## config.mk

```make
export PLATFORM = sky130hd
export DESIGN_NAME = mem_copy_master
export DESIGN_NICKNAME = d
export VERILOG_FILES = /design/src/rtl/mem_bus_pkg.sv /design/src/rtl/mem_bus_timeout.sv /design/src/rtl/mem_copy_master.sv
export SDC_FILE = /design/constraint.sdc
export NUM_CORES = 1
export LEC_CHECK = 0
export BUFFER_PORTS_ARGS = -buffer_cell sky130_fd_sc_hd__buf_2
export CAP_MARGIN = 20
export CELL_PAD_IN_SITES_DETAIL_PLACEMENT = 1
export CELL_PAD_IN_SITES_GLOBAL_PLACEMENT = 1
export CORE_MARGIN = 2
export CORE_UTILIZATION = 35
export CTS_CLUSTER_DIAMETER = 80
export DETAILED_ROUTE_END_ITERATION = 10
export HOLD_SLACK_MARGIN = 0.1
export PLACE_DENSITY = 0.75
export SETUP_SLACK_MARGIN = 0.02
export SLEW_MARGIN = 30
export SYNTH_ARGS = -nofsm -noshare
export SYNTH_HDL_FRONTEND = slang
export SYNTH_SLANG_ARGS = --single-unit
```

## constraint.sdc

```tcl
create_clock -name clk -period 2.4 [get_ports clk]
set_clock_uncertainty 0.2 [all_clocks]
set_input_delay 0.24 -clock clk [delete_from_list [all_inputs] [get_ports clk]]
set_output_delay 0.24 -clock clk [all_outputs]
set_load 0.05 [all_outputs]
```

## src/rtl/mem_bus_pkg.sv

```systemverilog
// ============================================================================
// mem_bus_pkg : state encoding and bus constants shared by memory-bus initiators
// Revision    : 1.0
// ============================================================================
`default_nettype none

package mem_bus_pkg;

  typedef enum logic [2:0] {
    IDLE   = 3'd0,
    RD_REQ = 3'd1,
    RD_GAP = 3'd2,
    WR_REQ = 3'd3,
    WR_GAP = 3'd4,
    DONE   = 3'd5
  } state_t;

  localparam logic MEM_READ  = 1'b1;
  localparam logic MEM_WRITE = 1'b0;

  function automatic logic is_bus_state(input state_t s);
    return (s == RD_REQ) || (s == RD_GAP) || (s == WR_REQ) || (s == WR_GAP);
  endfunction

endpackage

`default_nettype wire

```

## src/rtl/mem_bus_timeout.sv

```systemverilog
// ============================================================================
// mem_bus_timeout : loadable down-counter with clear, enable and expired flag
// Revision        : 1.0
// ============================================================================
`default_nettype none

module mem_bus_timeout #(
  parameter int CNT_W = 8
) (
  input  logic             clk,
  input  logic             reset,
  input  logic             clear,
  input  logic             load,
  input  logic [CNT_W-1:0] load_value,
  input  logic             enable,
  output logic             expired
);

  logic [CNT_W-1:0] r_count;

  always_ff @(posedge clk or posedge reset) begin
    if (reset) begin
      r_count <= '0;
    end else if (clear) begin
      r_count <= '0;
    end else if (load) begin
      r_count <= load_value;
    end else if (enable && (r_count != '0)) begin
      r_count <= r_count - CNT_W'(1);
    end
  end

  // Flags the last permitted waiting cycle, so the caller aborts on the edge
  // that closes wait cycle number load_value.
  assign expired = (r_count == CNT_W'(1));

endmodule

`default_nettype wire

```

## src/rtl/mem_copy_master.sv

```systemverilog
// ============================================================================
// mem_copy_master : DMA-style block copy initiator for the CPU memory bus
// Revision        : 1.0
// ============================================================================
`default_nettype none

module mem_copy_master
  import mem_bus_pkg::*;
#(
  parameter int WIDTH    = 16,
  parameter int LEN_BITS = 8,
  parameter int TIMEOUT  = 255
) (
  input  logic                clk,
  input  logic                reset,
  input  logic                start,
  input  logic [WIDTH-1:0]    src_addr,
  input  logic [WIDTH-1:0]    dst_addr,
  input  logic [LEN_BITS-1:0] length,
  output logic                busy,
  output logic                done,
  output logic                error,
  output logic [WIDTH-1:0]    mem_address,
  output logic                mem_nwr,
  output logic [WIDTH-1:0]    mem_data_out,
  input  logic [WIDTH-1:0]    mem_data_in,
  output logic                mem_valid,
  input  logic                mem_ready
);

  localparam int CNT_W = $clog2(TIMEOUT + 1);

  state_t              r_state;
  state_t              w_next_state;
  logic                w_abort;
  logic [WIDTH-1:0]    r_src_ptr;
  logic [WIDTH-1:0]    r_dst_ptr;
  logic [LEN_BITS-1:0] r_remaining;
  logic [WIDTH-1:0]    r_hold;
  logic                r_error;
  logic                w_expired;
  logic                w_timer_load;
  logic                w_timer_enable;
  logic                w_timer_clear;

  // Every transition into a REQ/GAP state changes state, so a state change
  // identifies entry and restarts the wait budget.
  assign w_timer_load   = is_bus_state(w_next_state) && (w_next_state != r_state);
  assign w_timer_enable = is_bus_state(r_state) && !w_timer_load;
  assign w_timer_clear  = !is_bus_state(r_state) && !w_timer_load;

  mem_bus_timeout #(
    .CNT_W (CNT_W)
  ) u_timeout (
    .clk        (clk),
    .reset      (reset),
    .clear      (w_timer_clear),
    .load       (w_timer_load),
    .load_value (CNT_W'(TIMEOUT)),
    .enable     (w_timer_enable),
    .expired    (w_expired)
  );

  always_ff @(posedge clk or posedge reset) begin
    if (reset) begin
      r_state <= IDLE;
    end else begin
      r_state <= w_next_state;
    end
  end

  always_comb begin
    w_next_state = r_state;
    w_abort      = 1'b0;
    case (r_state)
      IDLE: begin
        if (start) begin
          w_next_state = (length == '0) ? DONE : RD_REQ;
        end
      end
      RD_REQ: begin
        if (mem_ready) begin
          w_next_state = RD_GAP;
        end else if (w_expired) begin
          w_next_state = DONE;
          w_abort      = 1'b1;
        end
      end
      RD_GAP: begin
        if (!mem_ready) begin
          w_next_state = WR_REQ;
        end else if (w_expired) begin
          w_next_state = DONE;
          w_abort      = 1'b1;
        end
      end
      WR_REQ: begin
        if (mem_ready) begin
          w_next_state = WR_GAP;
        end else if (w_expired) begin
          w_next_state = DONE;
          w_abort      = 1'b1;
        end
      end
      WR_GAP: begin
        if (!mem_ready) begin
          w_next_state = (r_remaining == '0) ? DONE : RD_REQ;
        end else if (w_expired) begin
          w_next_state = DONE;
          w_abort      = 1'b1;
        end
      end
      DONE:    w_next_state = IDLE;
      default: w_next_state = IDLE;
    endcase
  end

  always_comb begin
    busy         = 1'b0;
    done         = 1'b0;
    mem_valid    = 1'b0;
    mem_nwr      = MEM_READ;
    mem_address  = '0;
    mem_data_out = '0;
    case (r_state)
      RD_REQ: begin
        busy        = 1'b1;
        mem_valid   = 1'b1;
        mem_address = r_src_ptr;
      end
      RD_GAP, WR_GAP: busy = 1'b1;
      WR_REQ: begin
        busy         = 1'b1;
        mem_valid    = 1'b1;
        mem_nwr      = MEM_WRITE;
        mem_address  = r_dst_ptr;
        mem_data_out = r_hold;
      end
      DONE:    done = 1'b1;
      default: ;
    endcase
  end

  always_ff @(posedge clk or posedge reset) begin
    if (reset) begin
      r_src_ptr   <= '0;
      r_dst_ptr   <= '0;
      r_remaining <= '0;
      r_hold      <= '0;
      r_error     <= 1'b0;
    end else begin
      if ((r_state == IDLE) && start) begin
        r_src_ptr   <= src_addr;
        r_dst_ptr   <= dst_addr;
        r_remaining <= length;
        r_error     <= 1'b0;
      end
      if ((r_state == RD_REQ) && mem_ready) begin
        r_hold    <= mem_data_in;
        r_src_ptr <= r_src_ptr + WIDTH'(1);
      end
      if ((r_state == WR_REQ) && mem_ready) begin
        r_dst_ptr   <= r_dst_ptr + WIDTH'(1);
        r_remaining <= r_remaining - LEN_BITS'(1);
      end
      if (w_abort) begin
        r_error <= 1'b1;
      end
    end
  end

  assign error = r_error;

endmodule

`default_nettype wire
```

==> out/results.tsv <==
stage	metric	value	unit
routing	total wire length	13900	um
setup_path	endpoint class of the critical path	flop	
clock_network	CTS Buf Count	9	
clock_network	Post CTS Setup Buffer Count	0	
synthesis	Netlist Area Pre-Place	4130	um2
setup_path	CP Data Arrival Time	2.29	ns
worst_hold_path	Worst Hold Class	in -> reg	
routing	Iter 0 DRT Violations	173	
synthesis	Post-synth top flop	dfrtp_1	
synthesis	part of the Yosys area used for sequential elements	0.412	
clock_network	TritonCTS clock tree	done	
clock_network	clock buffer depth	2	
place	port bufs	96	
global_route	largest net degree at the start of global routing	45	
sta	final setup violation count	0	
global_route	vias in the first global route	4550	
run_status	run status	finished clean	
floorplan	width of the chip	113	um
place	DP Worst Slack	0.111	ns
finish	share of cells above drive strength 1	0.215	
power_and_ir_drop	leakage	2.70	nW
sta	period utilisation layout	0.955	
global_route	GR Overflow Total	0	
synthesis	Yosys top cell area share	0.412	
clock_network	clk slew on worst S/H paths	0.05	ns
floorplan	DIE HEIGHT	113	um
clock_network	Worst-Skew Late Latency	0.34	ns
power_and_ir_drop	total power	0.00769	W
global_route	initial antenna violation count	1	
sta	Fin. Hold Viols	0	
sta	TNS Setup	0	ns
floorplan	Die Area	12700	um2
sta	Slew @ Worst Pin	0.591	ns
routing	Via Count	4362	
sta	Final Max Slew Viols	0	
routing	# DRC	0	
global_route	first-pass GRT wire length	23100	um
floorplan	IO Count	97	
floorplan	Rows	39	
power_and_ir_drop	maximum VDD drop	985	uV
place	DP Area	4860	um2
clock_network	Root Driver	clkbuf_16	
sta	Final WS setup	0.109	ns
routing	drt pass-1 iters	4	
routing	via-per-instance ratio	5.46	
setup_path	Max stage delay on crit path	0.75	ns
synthesis	Async SR Flop Fraction	1.00	
synthesis	dominant cell type by area after synthesis	dfrtp_1	
sta	highest clock rate	436	MHz
clock_network	Clock Sinks	68	
setup_path	CP Class	reg -> reg	
finish	non-filler cells, final	799	
finish	P&R area growth vs syn	37.5	%
finish	fin area	5680	um2
floorplan	core area	11500	um2
power_and_ir_drop	PD cells	1350	nW/um2
routing	remaining antenna violation count	0	
sta	unrepaired setup endpoints after global routing	no	
finish	Final nets	717	
global_route	Global Route Usage Sum	0.226	
setup_path	Slowest-stage cell, CP	or4b_1	
sta	Tmin final	2.29	ns
floorplan	Initial Util	0.360	
synthesis	Syn Area/Cell	8.33	um2
synthesis	Yosys Warn Count	0	
sta	Relative slew margins	0.605	
setup_path	Critical Path Fanout Max	10	
synthesis	Synthesized Nets	563	
clock_network	H-tree levels	3	
place	post-detail-place hpwl	9850	um
flow_run	Max-Cap Viols	0	
routing	WL per Instance	17.3	um
synthesis	Synth cell types	57	
synthesis	top cells by area, synth	dfrtp_1, nand2_1, nor2_1, and3_1, mux2i_1	
synthesis	Post-synth EDFFs	0	
synthesis	Mapped Cells	496	
synthesis	Seq cells post-synth	68	
place	Cell Count Post-Placement	727	
setup_path	CP Cell Sequence	or4b_1, o32a_4, a31oi_4, o21ai_1	
place	routability cong.	0.833	
setup_path	WP data required	2.40	ns
setup_path	Setup crit start kind	flop	
critical path: cells and delay by family, from the launching register on:
kind | cells | cell delay (ns)
compound gates | 3 | 0.84
simple gates | 1 | 0.75
flops | 1 | 0.37
stage by stage:
step	util	hold WS (ns)
after floorplan	-	0.145
after global placement	0.424	0.139
after detailed placement	0.424	0.142
after CTS	0.495	0.123
after global routing	0.495	0.172
final	0.495	0.132
worst paths after layout:
kind / start / end / slack, ns / cells after the start
setup / recovery: r_state[1] / u_timeout.r_count[6] / 0.11 / 4
hold / removal: length[5] / r_remaining[5] / 0.13 / 3
setup reg to reg: r_state[1] / u_timeout.r_count[6] / 0.11 / 4
hold reg to reg: r_hold[1] / r_hold[1] / 0.27 / 2
max in group asynchronous: reset / r_dst_ptr[9] / 1.03 / 4
min in group asynchronous: reset / r_hold[6] / 0.32 / 3
metal layers:
metal  global-route usage  part of all wire  up-vias  wire length, um
met1                0.286              0.44     2175             6160
met4               0.0748             0.015        0              212
li1                     -                 -     2097                -
met2                0.397              0.51       75             7070
met3               0.0340             0.029       15              407
met5                    0                 0        -                0
placed cells by master, fill, tap and decap left out, drive strengths merged, types with 6 or more instances in the layout:
cell type / instances
nand4: 9
inv: 12
mux2i: 16
nor2: 62
dfrtp: 68
a211oi: 13
nor3: 15
dlygate4sd3: 55
nand3: 18
buf: 119
nand2: 89
xor2: 6
and3: 30
ha: 7
a311oi: 11
o21ai: 28
clkbuf: 14
a21oi: 23
what timing repair did:
item                                   CTS  global route
endpoints found under the hold margin   78             0
hold buffers                            55             0
resized for setup                        0             1
setup endpoints to repair                0             5
cell usage after synthesis, types with 2 or more instances:
library cell / number
a311oi_1: 11
o21ai_0: 21
a21oi_1: 23
clkbuf_1: 16
o21a_1: 2
xor2_1: 6
nand4_1: 9
ha_1: 7
xnor2_1: 2
nor3_1: 14
and4_1: 4
nand2_1: 89
nor2_1: 62
o31ai_1: 4
nand3_1: 17
dfrtp_1: 68
inv_1: 12
buf_2: 7
and3_1: 30
o32ai_1: 3
mux2i_1: 16
a221o_1: 3
a211o_1: 2
or3_1: 2
a2bb2oi_1: 3
nor4_1: 3
o211ai_1: 3
a22oi_1: 3
a211oi_1: 13
o22ai_1: 3
o21ai_1: 7
buf_1: 6
sequential cells by signal, indices dropped and copies added, names as in the netlist:
name,count
r_dst_ptr,16
r_hold,16
r_src_ptr,16
r_remaining,8
error,1
u_timeout.r_count,8
r_state,3
final cells by class:
cell class	instances	area [um2]
Antenna cell	1	2.50
Inverter	12	45.0
Sequential cell	68	1700
Multi-Input combinational cell	385	2260
Fill cell	1390	5790
Clock inverter	2	10.0
Tap cell	143	179
Timing Repair Buffer	174	1230
Clock buffer	14	254
cells by family (layout without fill, tap and decap cells):
kind of cell,count (synthesis),count (layout),share of synthesized area
compound gates,113,113,0.195
xor+xnor,8,8,0.0170
fa+ha+maj,8,8,0.0236
buf+inv,43,202,0.0439
flops,68,68,0.412
mux,17,17,0.0415
other cells,0,1,0
simple gates,239,239,0.268
power by group:
group	internal (W)	switching (W)
registers	0.00168	0.000569
logic	0.00143	0.00281
clock network	0.000725	0.000481
total	0.00383	0.00386
Power figures use the tool's default switching activity.
